--- src/rtl/bitmanip_scheduler.sv ---
// Bit-manipulation issue scheduler.
// Fast units (simple, shifter, bitcnt, bmat) and illegal ops retire through a
// one-deep fast stage with latency 1. Multi-cycle units (clmul, crc, bextdep)
// are sequenced by an IDLE/BUSY/HOLD FSM with a watchdog. A single writeback
// port is shared, and the fast stage wins over a multi-cycle result.
module bitmanip_scheduler #(
  parameter int XLEN          = 64,
  parameter int TRANS_ID_BITS = 3,
  parameter int TIMEOUT       = 64
) (
  input  logic                     clk_i,
  input  logic                     rst_i,
  input  logic                     flush_i,
  input  logic                     issue_valid_i,
  output logic                     issue_ready_o,
  input  logic [2:0]               issue_unit_i,
  input  logic [8:0]               issue_func_i,
  input  logic [TRANS_ID_BITS-1:0] issue_trans_id_i,
  output logic                     fast_valid_o,
  output logic [1:0]               fast_unit_o,
  output logic [8:0]               fast_func_o,
  input  logic [XLEN-1:0]          fast_result_i,
  output logic                     mc_start_o,
  output logic [1:0]               mc_unit_o,
  output logic [8:0]               mc_func_o,
  output logic                     mc_abort_o,
  input  logic                     mc_done_i,
  input  logic [XLEN-1:0]          mc_result_i,
  output logic                     wb_valid_o,
  output logic [TRANS_ID_BITS-1:0] wb_trans_id_o,
  output logic [XLEN-1:0]          wb_result_o,
  output logic                     wb_illegal_o,
  output logic                     timeout_o
);

  typedef enum logic [1:0] {
    IDLE = 2'd0,
    BUSY = 2'd1,
    HOLD = 2'd2
  } state_t;

  localparam int              WD_W    = $clog2(TIMEOUT + 1);
  localparam logic [WD_W-1:0] WD_LAST = WD_W'(TIMEOUT - 1);

  state_t state_q, state_d;

  // Watchdog: counts BUSY cycles of the current multi-cycle op.
  logic [WD_W-1:0] wdog_q;

  // Fast stage: one registered result, retired on the following cycle.
  logic                     fast_valid_q;
  logic [TRANS_ID_BITS-1:0] fast_tid_q;
  logic [XLEN-1:0]          fast_result_q;
  logic                     fast_illegal_q;

  // Context of the multi-cycle op in flight.
  logic [1:0]               mc_unit_q;
  logic [8:0]               mc_func_q;
  logic [TRANS_ID_BITS-1:0] mc_tid_q;

  // Hold register: a finished multi-cycle result waiting for the port.
  logic                     pend_q;
  logic [TRANS_ID_BITS-1:0] hold_tid_q;
  logic [XLEN-1:0]          hold_result_q;
  logic                     hold_illegal_q;

  logic            is_multi, is_illegal, ready, accept;
  logic            fast_take, fast_fire, mc_fire;
  logic            busy, done_ev, wd_expire, mc_end;
  logic [XLEN-1:0] mc_fixed;

  // Decode the offered op, decide acceptance and detect multi-cycle completion.
  always_comb begin
    is_multi   = issue_unit_i[2] && (issue_unit_i != 3'd7);
    is_illegal = (issue_unit_i == 3'd7);
    busy       = (state_q == BUSY);
    if (is_multi) ready = !flush_i && !rst_i && (state_q == IDLE);
    else          ready = !flush_i && !rst_i && (state_q != HOLD);
    accept     = issue_valid_i && ready;
    fast_take  = accept && !is_multi;           // fast unit or illegal op
    fast_fire  = accept && !issue_unit_i[2];    // only real fast units
    mc_fire    = accept && is_multi;
    done_ev    = busy && mc_done_i && !flush_i; // done beats the watchdog
    wd_expire  = busy && !mc_done_i && !flush_i && (wdog_q == WD_LAST);
    mc_end     = done_ev || wd_expire;
  end

  // Sign-extend the low word for W variants of clmul and bextdep; crc passes through.
  always_comb begin
    mc_fixed = mc_result_i;
    if (mc_func_q[0] && (mc_unit_q != 2'd1)) begin
      for (int i = 32; i < XLEN; i++) mc_fixed[i] = mc_result_i[31];
    end
  end

  // Next-state logic of the multi-cycle FSM.
  always_comb begin
    // NOTE: defaulting state_d before the case keeps this block free of inferred latches.
    state_d = state_q;
    if (flush_i) begin
      state_d = IDLE;
    end else begin
      case (state_q)
        IDLE:    if (mc_fire) state_d = BUSY;
        // A fast result registered in the same cycle owns the next writeback slot.
        BUSY:    if (mc_end) state_d = fast_take ? HOLD : IDLE;
        HOLD:    state_d = IDLE;
        default: state_d = IDLE;
      endcase
    end
  end

  // State register.
  always_ff @(posedge clk_i) begin
    // NOTE: sequential state uses <= so every register samples pre-edge values.
    if (rst_i) state_q <= IDLE;
    else       state_q <= state_d;
  end

  // Fast stage, multi-cycle context, watchdog and hold register.
  always_ff @(posedge clk_i) begin
    if (rst_i || flush_i) begin
      fast_valid_q   <= 1'b0;
      fast_tid_q     <= '0;
      fast_result_q  <= '0;
      fast_illegal_q <= 1'b0;
      mc_unit_q      <= '0;
      mc_func_q      <= '0;
      mc_tid_q       <= '0;
      wdog_q         <= '0;
      pend_q         <= 1'b0;
      hold_tid_q     <= '0;
      hold_result_q  <= '0;
      hold_illegal_q <= 1'b0;
    end else begin
      fast_valid_q <= fast_take;
      if (fast_take) begin
        fast_tid_q     <= issue_trans_id_i;
        fast_result_q  <= is_illegal ? '0 : fast_result_i;
        fast_illegal_q <= is_illegal;
      end

      if (mc_fire) begin
        mc_unit_q <= issue_unit_i[1:0];
        mc_func_q <= issue_func_i;
        mc_tid_q  <= issue_trans_id_i;
        wdog_q    <= '0;
      end else if (busy && !mc_end) begin
        wdog_q <= wdog_q + WD_W'(1);
      end

      if (mc_end) begin
        pend_q         <= 1'b1;
        hold_tid_q     <= mc_tid_q;
        hold_result_q  <= done_ev ? mc_fixed : '0;
        hold_illegal_q <= wd_expire;
      end else if (pend_q && !fast_valid_q) begin
        pend_q <= 1'b0;                          // held result retired this cycle
      end
    end
  end

  // Output decode; everything is forced low while reset is asserted.
  always_comb begin
    issue_ready_o = ready;
    fast_valid_o  = fast_fire;
    fast_unit_o   = fast_fire ? issue_unit_i[1:0] : 2'd0;
    fast_func_o   = fast_fire ? issue_func_i : 9'd0;
    mc_start_o    = mc_fire;
    mc_unit_o     = 2'd0;
    mc_func_o     = 9'd0;
    if (mc_fire) begin
      mc_unit_o = issue_unit_i[1:0];
      mc_func_o = issue_func_i;
    end else if (busy) begin
      mc_unit_o = mc_unit_q;
      mc_func_o = mc_func_q;
    end
    mc_abort_o    = busy && (flush_i || wd_expire);
    timeout_o     = wd_expire;
    wb_valid_o    = fast_valid_q || pend_q;
    wb_trans_id_o = '0;
    wb_result_o   = '0;
    wb_illegal_o  = 1'b0;
    if (fast_valid_q) begin
      wb_trans_id_o = fast_tid_q;
      wb_result_o   = fast_result_q;
      wb_illegal_o  = fast_illegal_q;
    end else if (pend_q) begin
      wb_trans_id_o = hold_tid_q;
      wb_result_o   = hold_result_q;
      wb_illegal_o  = hold_illegal_q;
    end
    if (rst_i) begin
      issue_ready_o = 1'b0;
      fast_valid_o  = 1'b0;
      fast_unit_o   = 2'd0;
      fast_func_o   = 9'd0;
      mc_start_o    = 1'b0;
      mc_unit_o     = 2'd0;
      mc_func_o     = 9'd0;
      mc_abort_o    = 1'b0;
      timeout_o     = 1'b0;
      wb_valid_o    = 1'b0;
      wb_trans_id_o = '0;
      wb_result_o   = '0;
      wb_illegal_o  = 1'b0;
    end
  end

endmodule

--- config.mk ---
export PLATFORM = sky130hd
export DESIGN_NAME = bitmanip_scheduler
export DESIGN_NICKNAME = d
export VERILOG_FILES = /design/src/rtl/bitmanip_scheduler.sv
export SDC_FILE = /design/constraint.sdc
export NUM_CORES = 1
export LEC_CHECK = 0
export BUFFER_PORTS_ARGS = -buffer_cell sky130_fd_sc_hd__buf_2
export CAP_MARGIN = 30
export CORE_AREA = 5 5 124 126
export DETAILED_ROUTE_END_ITERATION = 6
export DIE_AREA = 0 0 129 131
export GPL_TIMING_DRIVEN = 0
export PLACE_DENSITY = 0.87
export REMOVE_ABC_BUFFERS = 1
export SYNTH_ARGS = -nofsm -noshare
export SYNTH_HDL_FRONTEND = slang
export SYNTH_SLANG_ARGS = --single-unit
--- constraint.sdc ---
create_clock -name clk_i -period 2.39 [get_ports clk_i]
set_input_delay 0.3585 -clock clk_i [delete_from_list [all_inputs] [get_ports clk_i]]
set_output_delay 0.3585 -clock clk_i [all_outputs]
set_load 0.1 [all_outputs]
==> flow_summary.yaml, run 1 <==
outcome:
  status: "completed"
sta:
  setup_viol: 0
  maxSlewHeadroom: 0.310
  hold_violations: 0
  finalCritPeriodShare: 0.962
  rsz0062_at_grt: "yes"
  fmax_mhz: 435
  maxSlewViolCount: 0
  skew_ns: 0.00817
  tightestPinTransition_ns: 1.04
  layout_min_cycle_time_ns: 2.30
floorplanning:
  die_h_um: 131
  die_area_um2: 16900
  fp.dieW_um: 129
  io_pins: 244
  rows: 44
  start_util: 0.488
  fp.coreArea_um2: 14200
yosys:
  synth_xor_area_frac: 0.00126
  synth-async-reset-ratio: 0
  ys.warnings.count: 0
  ys_seq_elements: 161
  syn_area_per_cell_um2: 8.27
  yosys.area.top_type: "dfxtp_1"
  synth_top_family_by_area: "compound AO/OA/AOI/OAI gates"
  synth.distinct_cells: 46
  synthCells: 838
  synthMuxAreaShare: 0.00144
  synth_top_flop_cell: "dfxtp_1"
  syn-cell-area_um2: 6930
  synthAdderAreaFrac: 0.00180
  synth_top_area_frac: 0.465
  synth_compound_area_frac: 0.289
  netlist_top_cells_count: "161 x dfxtp_1, 144 x nor2_1, 128 x a21oi_1"
  synth.area.top_cells: "dfxtp_1 46%, a22o_1 12%, a21oi_1 9.2%"
  ys_seq_area_frac: 0.465
  synthSimpleGateAreaFrac: 0.185
  synth_edf_count: 0
  synthMostInstantiatedCell: "dfxtp_1"
route:
  drc_errors: 0
  dr.pass1.iters: 5
  via_count: 7016
  met1Wirelength_mm: 8.60
  vias_per_cell: 5.64
  wirelength_mm: 21.3
  dr_wl_met3_mm: 1.84
  met2_length_mm: 10.4
  drt-initial-drc-count: 448
  wl_per_cell_um: 17.2
  highest_layer: "met5"
  ant_nets: 0
pwr:
  ir_drop_mv: 0.670
  p_leak_uw: 0.00405
  power.density_nw_per_um2: 640
placement:
  place.gp.congestion: 0.815
  postPlaceCellArea_um2: 8280
  post-dp-hpwl_mm: 13.6
  place.port_buffers: 243
worst_setup_path:
  startpoint: "rst_i"
  crit_type: "in -> out"
  crit_end: "fast_func_o[0]"
  critical_path.max_fanout: 43
  cp.required_ns: 2.03
  start_kind: "input port"
  cp_data_arrival_time_ns: 1.94
  setup.worst_path.end_class: "primary output"
  r2r_start: "wdog_q[0]$_SDFFE_PP0P_"
  reg2reg_depth: 5
  reg2reg_to: "wdog_q[1]$_SDFFE_PP0P_"
  rrSetupSlack_ns: 0.20
global_route:
  grt_pass1_wl_mm: 33.2
  grt_max_degree: 83
  grtUsageTotal: 0.243
  grt_overflow_total: 0
  grt_pass1_vias: 6685
  antenna_found_initial: 1
clock_network:
  insertion_delay_ns: 0.41
  cts_sinks: 161
  cts_tree: "built"
  cts_buffers: 17
  clockBufferDepth: 2
  cts_root_buffer: "clkbuf_16"
  h-tree-depth: 4
  hold_buffers: 0
  clkTransAtPathRegs_ns: 0.06
final_layout:
  final_util: 0.650
  synthToLayoutAreaGrowth_pct: 33.1
  diodes: 0
  fin_area_um2: 9230
  drive_above_1_share: 0.294
  nNetsFinal: 1195
job:
  max_cap_violations: 0
hold_path:
  hold_class: "in -> reg"
==> metrics by stage <==
step                      worst slack [ns]  power [uW]  setup TNS, ns  cells  hold slack (ns)
after floorplan                      -1.98        2990        -225.33    764            0.432
after global placement               -2.89        3190        -436.59   1191            0.437
after detailed placement             -1.09        3230         -42.61   1203            0.447
after CTS                           0.0177        5930              0   1241            0.135
after global routing              -0.00863        6090        -0.0163   1243            0.139
final                               0.0918        5910              0   1243            0.158
==> area by class of cell <==
type	instances	area [um2]
clock buffers	20	457
clock inverters	12	131
repair buffers	262	1780
well taps	184	230
inverters	7	26.3
multi-input cells	597	3380
fillers	1154	4970
flip-flops and latches	161	3230
==> per-layer routing <==
layer	track usage	vias to the layer above
li1	-	3369
met1	0.303	3274
met2	0.403	319
met3	0.0691	52
met4	0.0865	2
met5	0	-
==> cells by family (layout without fill, tap and decap cells) <==
| family | count (synthesis) | after routing |
|---|---|---|
| simple gates | 302 | 303 |
| compound gates | 291 | 291 |
| flops | 161 | 161 |
| buf+inv | 81 | 301 |
| fa+ha+maj | 1 | 1 |
| xor+xnor | 1 | 1 |
| mux | 1 | 1 |
==> layout by cell type, fill, tap and decap left out, types with 3 or more instances in the layout <==
cell type  count
dfxtp_1      158
clkinv_2       3
o2bb2ai_1     32
inv_1          7
clkbuf_16     17
buf_6          4
buf_4         63
nand2_1       99
or3_1          3
buf_12        10
a21oi_1      128
nand3_1       25
buf_2        176
nor2_1       143
and2_1        11
buf_8          4
buf_16         4
nor2_4         3
o21ai_0       20
a22o_1        96
==> worst min-delay path by stage <==
stage / startpoint / end / depth (start not counted)
after floorplan: wdog_q[6]$_SDFFE_PP0P_ / wdog_q[6]$_SDFFE_PP0P_ / 1
after global placement: wdog_q[6]$_SDFFE_PP0P_ / wdog_q[6]$_SDFFE_PP0P_ / 1
after detailed placement: hold_result_q[54]$_SDFFE_PP0P_ / hold_result_q[54]$_SDFFE_PP0P_ / 1
after CTS: mc_result_i[6] / hold_result_q[6]$_SDFFE_PP0P_ / 2
after global routing: fast_result_i[51] / fast_result_q[51]$_SDFFE_PP0P_ / 2
final: mc_result_i[13] / hold_result_q[13]$_SDFFE_PP0P_ / 2
==> worst max-delay path, cell delays in order <==
cell and delay (ns):
clkbuf_4 0.34, nor2_4 0.31, nand3_4 0.12, nor2_4 0.16
buf_12 0.22, and2_1 0.21, buf_12 0.18
==> what timing repair did <==
action,in CTS,in global routing
buffers inserted,5,2
gates resized for setup,80,16
setup endpoints to repair,114,60
pin swaps,1,1
cloned,1,0
==> where the power goes <==
| part | internal (uW) | total (uW) | switching [uW] |
|---|---|---|---|
| logic | 180 | 474 | 295 |
| registers | 2710 | 2730 | 19.5 |
| clock network | 1600 | 2710 | 1110 |
| total | 4490 | 5910 | 1420 |
==> flip-flops by register name, indices dropped and copies added, names as in the netlist, 3 cells and up <==
register	flops
fast_result_q	64
hold_result_q	64
wdog_q	7
mc_tid_q	3
fast_tid_q	3
mc_func_q	9
hold_tid_q	3
(Power assumes the default switching activity.)
==> run 2, diff against run 1 <==
CELL_PAD_IN_SITES_DETAIL_PLACEMENT = 0   (was not set)
CELL_PAD_IN_SITES_GLOBAL_PLACEMENT = 1   (was not set)
CORE_AREA = 5 5 145 147   (was 5 5 124 126)
DIE_AREA = 0 0 150 152   (was 0 0 129 131)
TNS_END_PERCENT = 30   (was not set)
==> run 2 against run 1 <==
Final area up 4.6%. Fmax up 0.56%. Total power up 1.9%. Highest routed layer unchanged. Critical path type is now reg -> out. Utilization down 16 points. Largest cell class unchanged. Hold slack worse by 0.0055 ns.
==> flow_summary.yaml, run 2 (synthesis gave the netlist of run 1 again) <==
global_route:
  antenna_found_initial: 3
  grt_max_degree: 74
  grt_pass1_vias: 6769
  grtUsageTotal: 0.195
  use_met2: 0.319
  grt_util_met1: 0.253
  grt_pass1_wl_mm: 35.7
  grt_util_met3: 0.0468
  grt_overflow_total: 0
  top_usage_layer: "met2"
route:
  wirelength_mm: 23.1
  drt-initial-drc-count: 337
  ant_nets: 0
  dr.pass1.iters: 4
  via_count: 6842
  drc_errors: 0
  vias_per_cell: 5.13
  wl_per_cell_um: 17.3
outcome:
  status: "completed"
floorplanning:
  start_util: 0.351
  fp.dieW_um: 150
  die_h_um: 152
  io_pins: 244
  fp.coreArea_um2: 19800
  rows: 52
  die_area_um2: 22800
clock_network:
  cts_tree: "built"
  clockBufferDepth: 2
  hold_buffers: 0
  clkTransAtPathRegs_ns: 0.07
  insertion_delay_ns: 0.42
  cts_root_buffer: "clkbuf_16"
  h-tree-depth: 4
  cts_sinks: 161
  cts_buffers: 17
worst_setup_path:
  start_kind: "flip-flop"
  cp_data_arrival_time_ns: 1.93
  critical_path.max_fanout: 19
  setup.worst_path.end_class: "primary output"
  crit_type: "reg -> out"
  r2r_start: "wdog_q[0]$_SDFFE_PP0P_"
  cp.required_ns: 2.03
  startpoint: "pend_q$_SDFFE_PP0P_"
final_layout:
  reg_top3: "fast_result_q x64, hold_result_q x64, mc_func_q x9"
  synthToLayoutAreaGrowth_pct: 39.3
  nNetsFinal: 1199
  final_cell_mix: "158 x dfxtp_1, 155 x buf_2, 143 x nor2_1"
  fill_cells: 1967
  regArea_um2: 3230
  layout_commonest_cell: "dfxtp_1"
  multi_input_area_um2: 3360
  drive_above_1_share: 0.297
hold_path:
  min_from: "mc_result_i[27]"
  hold_class: "in -> reg"
sta:
  layout_min_cycle_time_ns: 2.29
  skew_ns: 0.0134
  maxSlewHeadroom: 0.417
  hold_violations: 0
  fmax_mhz: 438
  rsz0062_at_grt: "yes"
  setup_viol: 0
  holdWs_ns: 0.153
  maxSlewViolCount: 0
  finalCritPeriodShare: 0.956
  tightestPinTransition_ns: 0.874
pwr:
  total_power_uw: 6020
  ir_drop_mv: 0.446
  p_leak_uw: 0.00412
  power.density_nw_per_um2: 624
placement:
  place.port_buffers: 243
  post-dp-hpwl_mm: 14.3
  place.gp.congestion: 0.773
job:
  max_cap_violations: 0
## run 2: area by class of cell
| cell class | count | area share |
|---|---|---|
| clock inverters | 12 | 0.0150 |
| well taps | 270 | 0.0350 |
| diodes | 2 | 0.000518 |
| multi-input cells | 596 | 0.348 |
| clock buffers | 20 | 0.0483 |
| inverters | 7 | 0.00272 |
| flip-flops and latches | 161 | 0.335 |
| repair buffers | 267 | 0.215 |
## run 2: power breakdown
group | switching (uW) | internal, uW | total (uW)
registers | 20.6 | 2710 | 2730
clock network | 1170 | 1650 | 2810
logic | 293 | 187 | 480
## run 2: path summary, 6_finish.rpt
check / to / slack [ns] / cells after the start
worst min register to register: wdog_q[6]$_SDFFE_PP0P_ / 0.45 / 1
worst max-delay path: wb_result_o[2] / 0.10 / 6
worst min-delay path: hold_result_q[27]$_SDFFE_PP0P_ / 0.15 / 2
worst max register to register: wdog_q[4]$_SDFFE_PP0P_ / 0.27 / 5
## run 2: critical path, stage by stage (launching register included)
cell	delay (ns)
dfxtp_4	0.57
buf_16	0.20
nand2_1	0.06
nor2_1	0.09
a21oi_1	0.05
nor2_1	0.08
buf_2	0.44
## run 2: metal layers
layer / vias up / wire length (um) / part of all wire
met2: 226 / 11000 / 0.48
met5: - / 13 / 0.00056
met1: 3224 / 10100 / 0.43
li1: 3369 / - / -
met3: 21 / 1750 / 0.076
met4: 2 / 272 / 0.012
## run 2: what timing repair did
| action | CTS | global route |
|---|---|---|
| cloned | 1 | 0 |
| resized for setup | 115 | 41 |
| buffers inserted | 6 | 5 |
| pin swaps | 1 | 2 |
| setup endpoints to repair | 94 | 87 |
## run 2: stage by stage
stage / setup slack, ns / cells / instance area [um2] / util / setup TNS, ns
floorplan: -1.98 / 764 / 6570 / - / -225.33
global route: -0.0646 / 1335 / 9660 / 0.488 / -0.171
CTS: -0.0214 / 1328 / 9500 / 0.480 / -0.0214
finish: 0.105 / 1335 / 9660 / 0.488 / 0
global placement: -3.28 / 1277 / 8120 / 0.411 / -494.50
detailed placement: -0.732 / 1289 / 8410 / 0.425 / -23.79
